--- config.mk ---
export PLATFORM = sky130hd
export DESIGN_NAME = ecc_err_monitor
export DESIGN_NICKNAME = d
export VERILOG_FILES = /design/src/rtl/ecc_err_monitor.sv
export SDC_FILE = /design/constraint.sdc
export NUM_CORES = 1
export LEC_CHECK = 0
export BUFFER_PORTS_ARGS = -buffer_cell sky130_fd_sc_hd__buf_2
export CORE_MARGIN = 2
export CORE_UTILIZATION = 30
export DETAILED_ROUTE_END_ITERATION = 10
export SYNTH_ARGS = -nofsm -noshare
export SYNTH_HDL_FRONTEND = slang
export SYNTH_SLANG_ARGS = --single-unit
--- constraint.sdc ---
create_clock -name clk_i -period 3.1 [get_ports clk_i]
set_input_delay 0.93 -clock clk_i [delete_from_list [all_inputs] [get_ports clk_i]]
set_output_delay 0.93 -clock clk_i [all_outputs]
set_load 0.01 [all_outputs]
--- src/rtl/ecc_err_monitor.sv ---
// ECC error monitor: counts decoder single/double-bit/repair events, tracks a health FSM, raises irq.
// Latency: every sampled event shows on the registered outputs one cycle later; no backpressure.
// Optional syndrome logging (first/last syndrome) is built only when ECC_ERR_MONITOR_SYNLOG_EN is defined.
module ecc_err_monitor #(
    parameter int SW        = 8,
    parameter int CNT_W     = 16,
    parameter int SB_THRESH = 16
) (
    input  logic             clk_i,
    input  logic             rst_ni,
    input  logic             clkena_i,
    input  logic             valid_i,
    input  logic             sb_err_i,
    input  logic             db_err_i,
    input  logic             sb_fix_i,
    input  logic [SW-1:0]    syndrome_i,
    input  logic             clr_i,
    output logic [CNT_W-1:0] sb_cnt_o,
    output logic [CNT_W-1:0] db_cnt_o,
    output logic [CNT_W-1:0] fix_cnt_o,
    output logic [1:0]       state_o,
    output logic             irq_o,
    output logic             syn_vld_o,
    output logic [SW-1:0]    syn_first_o,
    output logic [SW-1:0]    syn_last_o
);

    typedef enum logic [1:0] {
        ST_CLEAN  = 2'd0,
        ST_CORR   = 2'd1,
        ST_THRESH = 2'd2,
        ST_FATAL  = 2'd3
    } state_e;

    localparam logic [CNT_W-1:0] CNT_MAX = '1;
    localparam logic [CNT_W-1:0] THR     = CNT_W'(SB_THRESH);

    // Saturating increment: counters stick at all-ones instead of wrapping.
    function automatic logic [CNT_W-1:0] sat_inc(input logic [CNT_W-1:0] v, input logic en);
        return (en && (v != CNT_MAX)) ? v + CNT_W'(1) : v;
    endfunction

    state_e           state_q, state_d;
    logic             irq_q;
    logic [CNT_W-1:0] sb_cnt_q, db_cnt_q, fix_cnt_q;
    logic [CNT_W-1:0] sb_cnt_d, db_cnt_d, fix_cnt_d;
    logic [CNT_W-1:0] sb_base, db_base, fix_base;
    state_e           st_base;

    // A double-bit flag dominates: a cycle with both flags is only a double-bit event.
    logic take, sb_ev, db_ev, fix_ev, err_ev;
    assign take   = clkena_i & valid_i;
    assign db_ev  = take & db_err_i;
    assign sb_ev  = take & sb_err_i & ~db_err_i;
    assign fix_ev = sb_ev & sb_fix_i;
    assign err_ev = sb_ev | db_ev;

    // Clear is applied first, then the same-cycle event is layered on the cleared values.
    always_comb begin
        sb_base   = clr_i ? '0 : sb_cnt_q;
        db_base   = clr_i ? '0 : db_cnt_q;
        fix_base  = clr_i ? '0 : fix_cnt_q;
        st_base   = clr_i ? ST_CLEAN : state_q;
        sb_cnt_d  = sat_inc(sb_base, sb_ev);
        db_cnt_d  = sat_inc(db_base, db_ev);
        fix_cnt_d = sat_inc(fix_base, fix_ev);
        state_d   = st_base;
        if (db_ev) begin
            state_d = ST_FATAL;
        end else if (sb_ev) begin
            case (st_base)
                ST_CLEAN, ST_CORR: state_d = (sb_cnt_d >= THR) ? ST_THRESH : ST_CORR;
                ST_THRESH:         state_d = ST_THRESH;
                default:           state_d = ST_FATAL;
            endcase
        end
    end

    // Health FSM, counters and the registered alarm advance only on enabled cycles.
    always_ff @(posedge clk_i or negedge rst_ni) begin
        if (!rst_ni) begin
            state_q   <= ST_CLEAN;
            irq_q     <= 1'b0;
            sb_cnt_q  <= '0;
            db_cnt_q  <= '0;
            fix_cnt_q <= '0;
        end else if (clkena_i) begin
            state_q   <= state_d;
            irq_q     <= (state_d == ST_THRESH) || (state_d == ST_FATAL);
            sb_cnt_q  <= sb_cnt_d;
            db_cnt_q  <= db_cnt_d;
            fix_cnt_q <= fix_cnt_d;
        end
    end

    assign sb_cnt_o  = sb_cnt_q;
    assign db_cnt_o  = db_cnt_q;
    assign fix_cnt_o = fix_cnt_q;
    assign state_o   = state_q;
    assign irq_o     = irq_q;

`ifdef ECC_ERR_MONITOR_SYNLOG_EN
    logic          syn_vld_q, syn_vld_d, vld_base;
    logic [SW-1:0] syn_first_q, syn_first_d;
    logic [SW-1:0] syn_last_q, syn_last_d;

    // First syndrome is latched once per reset/clear epoch; last is refreshed on every event.
    always_comb begin
        vld_base    = clr_i ? 1'b0 : syn_vld_q;
        syn_vld_d   = vld_base;
        syn_first_d = syn_first_q;
        syn_last_d  = syn_last_q;
        if (err_ev) begin
            if (!vld_base) begin
                syn_first_d = syndrome_i;
            end
            syn_vld_d  = 1'b1;
            syn_last_d = syndrome_i;
        end
    end

    // Syndrome log registers.
    always_ff @(posedge clk_i or negedge rst_ni) begin
        if (!rst_ni) begin
            syn_vld_q   <= 1'b0;
            syn_first_q <= '0;
            syn_last_q  <= '0;
        end else if (clkena_i) begin
            syn_vld_q   <= syn_vld_d;
            syn_first_q <= syn_first_d;
            syn_last_q  <= syn_last_d;
        end
    end

    assign syn_vld_o   = syn_vld_q;
    assign syn_first_o = syn_first_q;
    assign syn_last_o  = syn_last_q;
`else
    // Logging not built: outputs tied off, syndrome input intentionally unused.
    logic syn_unused;
    assign syn_unused  = ^{syndrome_i, err_ev};
    assign syn_vld_o   = 1'b0;
    assign syn_first_o = '0;
    assign syn_last_o  = '0;
`endif

endmodule

==> flow_metrics.env, run 1 <==
export IMPL_die_area_sq_um=11900
export IMPL_h_tree_depth=2
export IMPL_worstMarginPinSlew_ns=0.495
export IMPL_synthFlopType="dfrtp_1"
export IMPL_cts_resized=0
export IMPL_synthTopCellsByCount="nand2_1 (54), dfrtp_1 (51), xor2_1 (21)"
export IMPL_syn_inst=366
export IMPL_io_buffers=58
export IMPL_grt_use_total=0.151
export IMPL_yosysMostFrequentCell="nand2_1"
export IMPL_synthArstFlopShare=1.00
export IMPL_area_growth_pct=22.3
export IMPL_dr_max_layer_used="met4"
export IMPL_cp_start_kind="input pin"
export IMPL_grt_overflow=0
export IMPL_clock_latency_ns=0.31
export IMPL_wl_met3_um=507
export IMPL_yosys_top_cells_area="dfrtp_1 (39%), nand2_1 (6.1%), xor2_1 (5.6%)"
export IMPL_min_period_ns=2.91
export IMPL_io_pins=84
export IMPL_grt_pass1_vias=2731
export IMPL_critPathArrivalTime_ns=3.13
export IMPL_synth_seq_cells=51
export IMPL_synth_area_sq_um=3310
export IMPL_finalCritPeriodShare=0.939
export IMPL_via_per_inst=5.04
export IMPL_wl_per_cell_um=14.8
export IMPL_final_instance_count_excl_fill=589
export IMPL_cts_setup_buffers=0
export IMPL_end_kind="flop"
export IMPL_maxCapViolCount=0
export IMPL_slew_headroom=0.667
export IMPL_grt_pass1_wl_um=14000
export IMPL_hold_path_class="in -> async"
export IMPL_gp_congestion=0.837
export IMPL_fin_skew_ns=0.00922
export IMPL_drive_above_1_share=0.277
export IMPL_worstSetupPathType="in -> reg"
export IMPL_pwr_density_cell_nw_per_um2=333
export IMPL_worstPathRequired_ns=3.32
export IMPL_max_clock_freq_mhz=344
export IMPL_core_sq_um=10800
export IMPL_yosysTopAreaCellShare=0.386
export IMPL_drv_slew=0
export IMPL_leakagePower_nw=1.84
export IMPL_cts_buffers=5
export IMPL_power_mw=1.35
export IMPL_clkTransAtPathRegs_ns=0.11
export IMPL_grt_max_degree=22
export IMPL_drt_initial_drc_count=189
export IMPL_drc=0
export IMPL_antenna_found_initial=1
export IMPL_cts_root_buf="clkbuf_8"
export IMPL_clkSinkCount=51
export IMPL_postCtsHoldBufs=0
export IMPL_final_antenna_net_count=0
export IMPL_cts_tree="done"
export IMPL_start_util=0.307
export IMPL_wl_met2_um=4040
export IMPL_chipHeight_um=109
export IMPL_synth_distinct_cells=65
export IMPL_ir_drop_mv=0.193
export IMPL_m1WireLength_um=4120
export IMPL_rows=38
export IMPL_yosys_warnings=0
export IMPL_crit_fanout=8
export IMPL_post_route_util=0.375
export IMPL_placedCellCount=580
export IMPL_nets=466
export IMPL_drt_pass1_iterations=4
export IMPL_hold_viol=0
export IMPL_avgSynthCellArea_sq_um=9.04
export IMPL_final_setup_viol_count=0
export IMPL_dr_total_vias=2969
export IMPL_rsz0062_at_grt="false"
export IMPL_finalSetupTns_ns=0
export IMPL_die_x_um=109
export IMPL_status="complete, no violations"
export IMPL_yosysSeqAreaShare=0.386
export IMPL_fill_cells=1098
export IMPL_ctsLongestPathBuffers=2
export IMPL_synth_enable_flop_cells=0
export IMPL_synth_top_area_cell="dfrtp_1"
export IMPL_dp_final_hpwl_um=6540
export IMPL_routed_wl_um=8710
export IMPL_whs_ns=0.548
-- logic make-up after synthesis --
kind of cell | after synthesis | share of synthesized area
compound gates | 74 | 0.162
xor+xnor | 36 | 0.0953
fa+ha+maj | 3 | 0.0113
buf+inv | 41 | 0.0699
flops | 51 | 0.386
mux | 5 | 0.0163
other cells | 1 | 0.00113
simple gates | 155 | 0.258
-- cells in the final DEF, fill, tap and decap left out, types with 7 or more instances in the layout --
cell	instances
o21ai_1	11
dfrtp_1	51
nand4_1	10
nor2_1	20
nor2b_1	8
nand2_1	54
xnor2_1	15
o21ai_0	12
buf_2	58
conb_1	17
a22o_1	7
a21oi_1	9
buf_4	36
nand3_1	18
xor2_1	21
-- per-stage QoR --
step	setup WS, ns	instance area (sq um)
floorplan	-0.211	3440
global placement	-0.0789	3930
detailed placement	-0.140	3930
CTS	0.190	4050
global route	0.0666	4050
finish	0.190	4050
-- path summary, 6_finish.rpt --
| check | slack (ns) | cells past startpoint | from | to |
|---|---|---|---|---|
| max | 0.19 | 11 | clr_i | state_o[0] |
| min | 0.55 | 1 | rst_ni | fix_cnt_o[10] |
| max reg2reg | 0.49 | 10 | sb_cnt_o[0] | state_o[0] |
| min reg2reg | 0.56 | 2 | db_cnt_o[10] | db_cnt_o[10] |
| max in group asynchronous | 1.92 | 2 | rst_ni | sb_cnt_o[5] |
| min in group clk_i | 0.56 | 2 | db_cnt_o[10] | db_cnt_o[10] |
-- cell type report --
type / instances / area (sq um) / area share
diodes: 1 / 2.50 / 0.000618
well taps: 140 / 175 / 0.0433
flip-flops and latches: 51 / 1280 / 0.315
inverters: 5 / 18.8 / 0.00464
clock buffers: 5 / 68.8 / 0.0170
repair buffers: 94 / 561 / 0.138
clock inverters: 3 / 46.3 / 0.0114
multi-input cells: 290 / 1900 / 0.469
-- flip-flops by register name (all words and copies together), names as in the netlist --
register,flops
sb_cnt_o,16
fix_cnt_o,16
db_cnt_o,16
state_o,2
irq_o,1
-- routing by layer --
layer / GRT usage / vias up
met3: 0.0371 / 4
met4: 0.0375 / 0
met2: 0.233 / 80
li1: - / 1450
met1: 0.211 / 1435
met5: 0 / -
-- where the power goes --
| part | internal [mW] | switching (mW) | leakage [nW] | total (mW) |
|---|---|---|---|---|
| registers | 0.681 | 0.0231 | 0.703 | 0.704 |
| clock network | 0.244 | 0.251 | 0.0548 | 0.495 |
| logic | 0.0529 | 0.0957 | 1.08 | 0.149 |
-- critical path: stages --
cell,delay [ns]
buf_2,0.16
nor2b_1,0.17
ha_2,0.20
and4b_2,0.25
nand4_1,0.15
buf_4,0.21
nor4_2,0.26
xnor2_1,0.24
o21ai_0,0.16
o21a_1,0.19
o311ai_1,0.21
(Power assumes the default switching activity.)
==> run 2: changes to the inputs <==
- PLACE_DENSITY: unset -> 0.58
==> flow_metrics.env, run 2 (same netlist as run 1, synthesis figures left out) <==
export IMPL_clkTransAtPathRegs_ns=0.11
export IMPL_crit_fanout=8
export IMPL_ctsLongestPathBuffers=2
export IMPL_layout_commonest_cell="buf_2"
export IMPL_final_cell_mix="buf_2 (58), nand2_1 (54), dfrtp_1 (51), buf_4 (36), xor2_1 (21)"
export IMPL_final_antenna_net_count=0
export IMPL_die_x_um=109
export IMPL_start_util=0.307
export IMPL_cp_buffers_inverters=2
export IMPL_cts_tree="done"
export IMPL_drt_pass1_iterations=4
export IMPL_cts_setup_buffers=0
export IMPL_slowest_stage="and4b_2"
export IMPL_nets=468
export IMPL_critPathArrivalTime_ns=3.12
export IMPL_seqPwrFrac=0.525
export IMPL_post_route_util=0.378
export IMPL_timing_rr_start="sb_cnt_o[1]"
export IMPL_path_cells="buf_2 -> nor2b_1 -> ha_2 -> and4b_2 -> nand4_1 -> buf_4 -> nor4_2 -> xnor2_1 -> o21ai_0 -> o21a_1 -> o311ai_1"
export IMPL_grt_pass1_wl_um=14700
export IMPL_p_comb_frac=0.114
export IMPL_max_stage_delay_ns=0.26
export IMPL_rows=38
export IMPL_slew_headroom=0.567
export IMPL_area_growth_pct=23.4
export IMPL_p_sw_mw=0.362
export IMPL_num_antenna_cells=0
export IMPL_gp_congestion=0.863
export IMPL_dr_total_vias=2973
export IMPL_drc=0
export IMPL_core_sq_um=10800
export IMPL_chipHeight_um=109
export IMPL_postCtsHoldBufs=0
export IMPL_final_setup_viol_count=0
export IMPL_ff2ff_setup_slack_ns=0.44
export IMPL_end_kind="flop"
export IMPL_cp_startpoint="clr_i"
export IMPL_clock_latency_ns=0.32
export IMPL_cts_resized=0
export IMPL_dp_final_hpwl_um=6570
export IMPL_leakagePower_nw=1.86
export IMPL_path_depth=11
export IMPL_io_buffers=58
export IMPL_power_mw=1.34
export IMPL_wl_per_cell_um=14.9
export IMPL_drv_slew=0
export IMPL_worstMarginPinSlew_ns=0.649
export IMPL_r2r_cells=10
export IMPL_hold_path_class="reg -> reg"
export IMPL_fin_skew_ns=0.0142
export IMPL_pwr_density_cell_nw_per_um2=328
export IMPL_rsz0062_at_grt="false"
export IMPL_pwr_share_clk=0.361
export IMPL_h_tree_depth=2
export IMPL_via_per_inst=5.04
export IMPL_io_pins=84
export IMPL_grt_max_degree=27
export IMPL_worstSetupPathType="in -> reg"
export IMPL_cts_buffers=5
export IMPL_drt_initial_drc_count=231
export IMPL_routed_wl_um=8770
export IMPL_cp_top_family="simple AND/OR/NAND/NOR gates"
export IMPL_finalSetupTns_ns=0
export IMPL_whs_ns=0.554
export IMPL_min_period_ns=2.90
export IMPL_fill_cells=1095
export IMPL_ir_drop_mv=0.154
export IMPL_grt_pass1_vias=2866
export IMPL_cp_start_kind="input pin"
export IMPL_crit_path_end="state_o[0]"
export IMPL_switching_share=0.270
export IMPL_grt_overflow=0
export IMPL_intPower_mw=0.979
export IMPL_antenna_found_initial=0
export IMPL_finalCritPeriodShare=0.935
export IMPL_clkSinkCount=51
export IMPL_cts_root_buf="clkbuf_8"
export IMPL_status="complete, no violations"
export IMPL_r2r_end="state_o[0]"
export IMPL_worstPathRequired_ns=3.33
export IMPL_maxCapViolCount=0
export IMPL_drive_above_1_share=0.280
export IMPL_grt_use_total=0.157
export IMPL_postLayoutCellArea_sq_um=4080
export IMPL_die_area_sq_um=11900
export IMPL_hold_viol=0
export IMPL_dpl_cell_area_sq_um=3970
export IMPL_max_clock_freq_mhz=345
[run 2: how the worst min path moves through the flow]
stage / slack, ns / endpoint / start / cells after the start
after floorplan: 0.52 / state_o[0] / state_o[0] / 2
after global placement: 0.52 / fix_cnt_o[1] / fix_cnt_o[1] / 1
after detailed placement: 0.53 / fix_cnt_o[1] / fix_cnt_o[1] / 1
after CTS: 0.55 / fix_cnt_o[1] / fix_cnt_o[1] / 1
after global routing: 0.57 / fix_cnt_o[1] / fix_cnt_o[1] / 1
final: 0.55 / fix_cnt_o[1] / fix_cnt_o[1] / 1
[run 2: per-stage QoR]
step           std cells  setup slack [ns]
2_1_floorplan        382            -0.211
3_3_place_gp         582           -0.0631
3_5_place_dp         582            -0.137
4_1_cts              590             0.202
5_1_grt              590            0.0171
6_report             590             0.202
[run 2: metal layers]
metal | up-vias | share of wire | GRT usage
met5 | - | 0 | 0
met4 | 0 | 0.022 | 0.0678
met3 | 14 | 0.055 | 0.0275
met1 | 1417 | 0.48 | 0.219
li1 | 1449 | - | -
met2 | 93 | 0.45 | 0.238
[run 2: area by class of cell]
class / instances / area [sq um] / share of cell area
clock buffers: 5 / 68.8 / 0.0169
clock inverters: 3 / 43.8 / 0.0107
inverters: 5 / 18.8 / 0.00460
multi-input cells: 290 / 1900 / 0.465
flip-flops and latches: 51 / 1280 / 0.312
well taps: 140 / 175 / 0.0429
repair buffers: 96 / 601 / 0.147
[run 2: power groups by stage]
stage                     clock (mW)  combinational, mW  sequential, mW
after detailed placement           0              0.156           0.716
after global routing           0.526              0.172           0.708
after floorplan                    0             0.0974           0.715
final                          0.484              0.153           0.704
after CTS                      0.504              0.157           0.704
after global placement             0              0.153           0.717
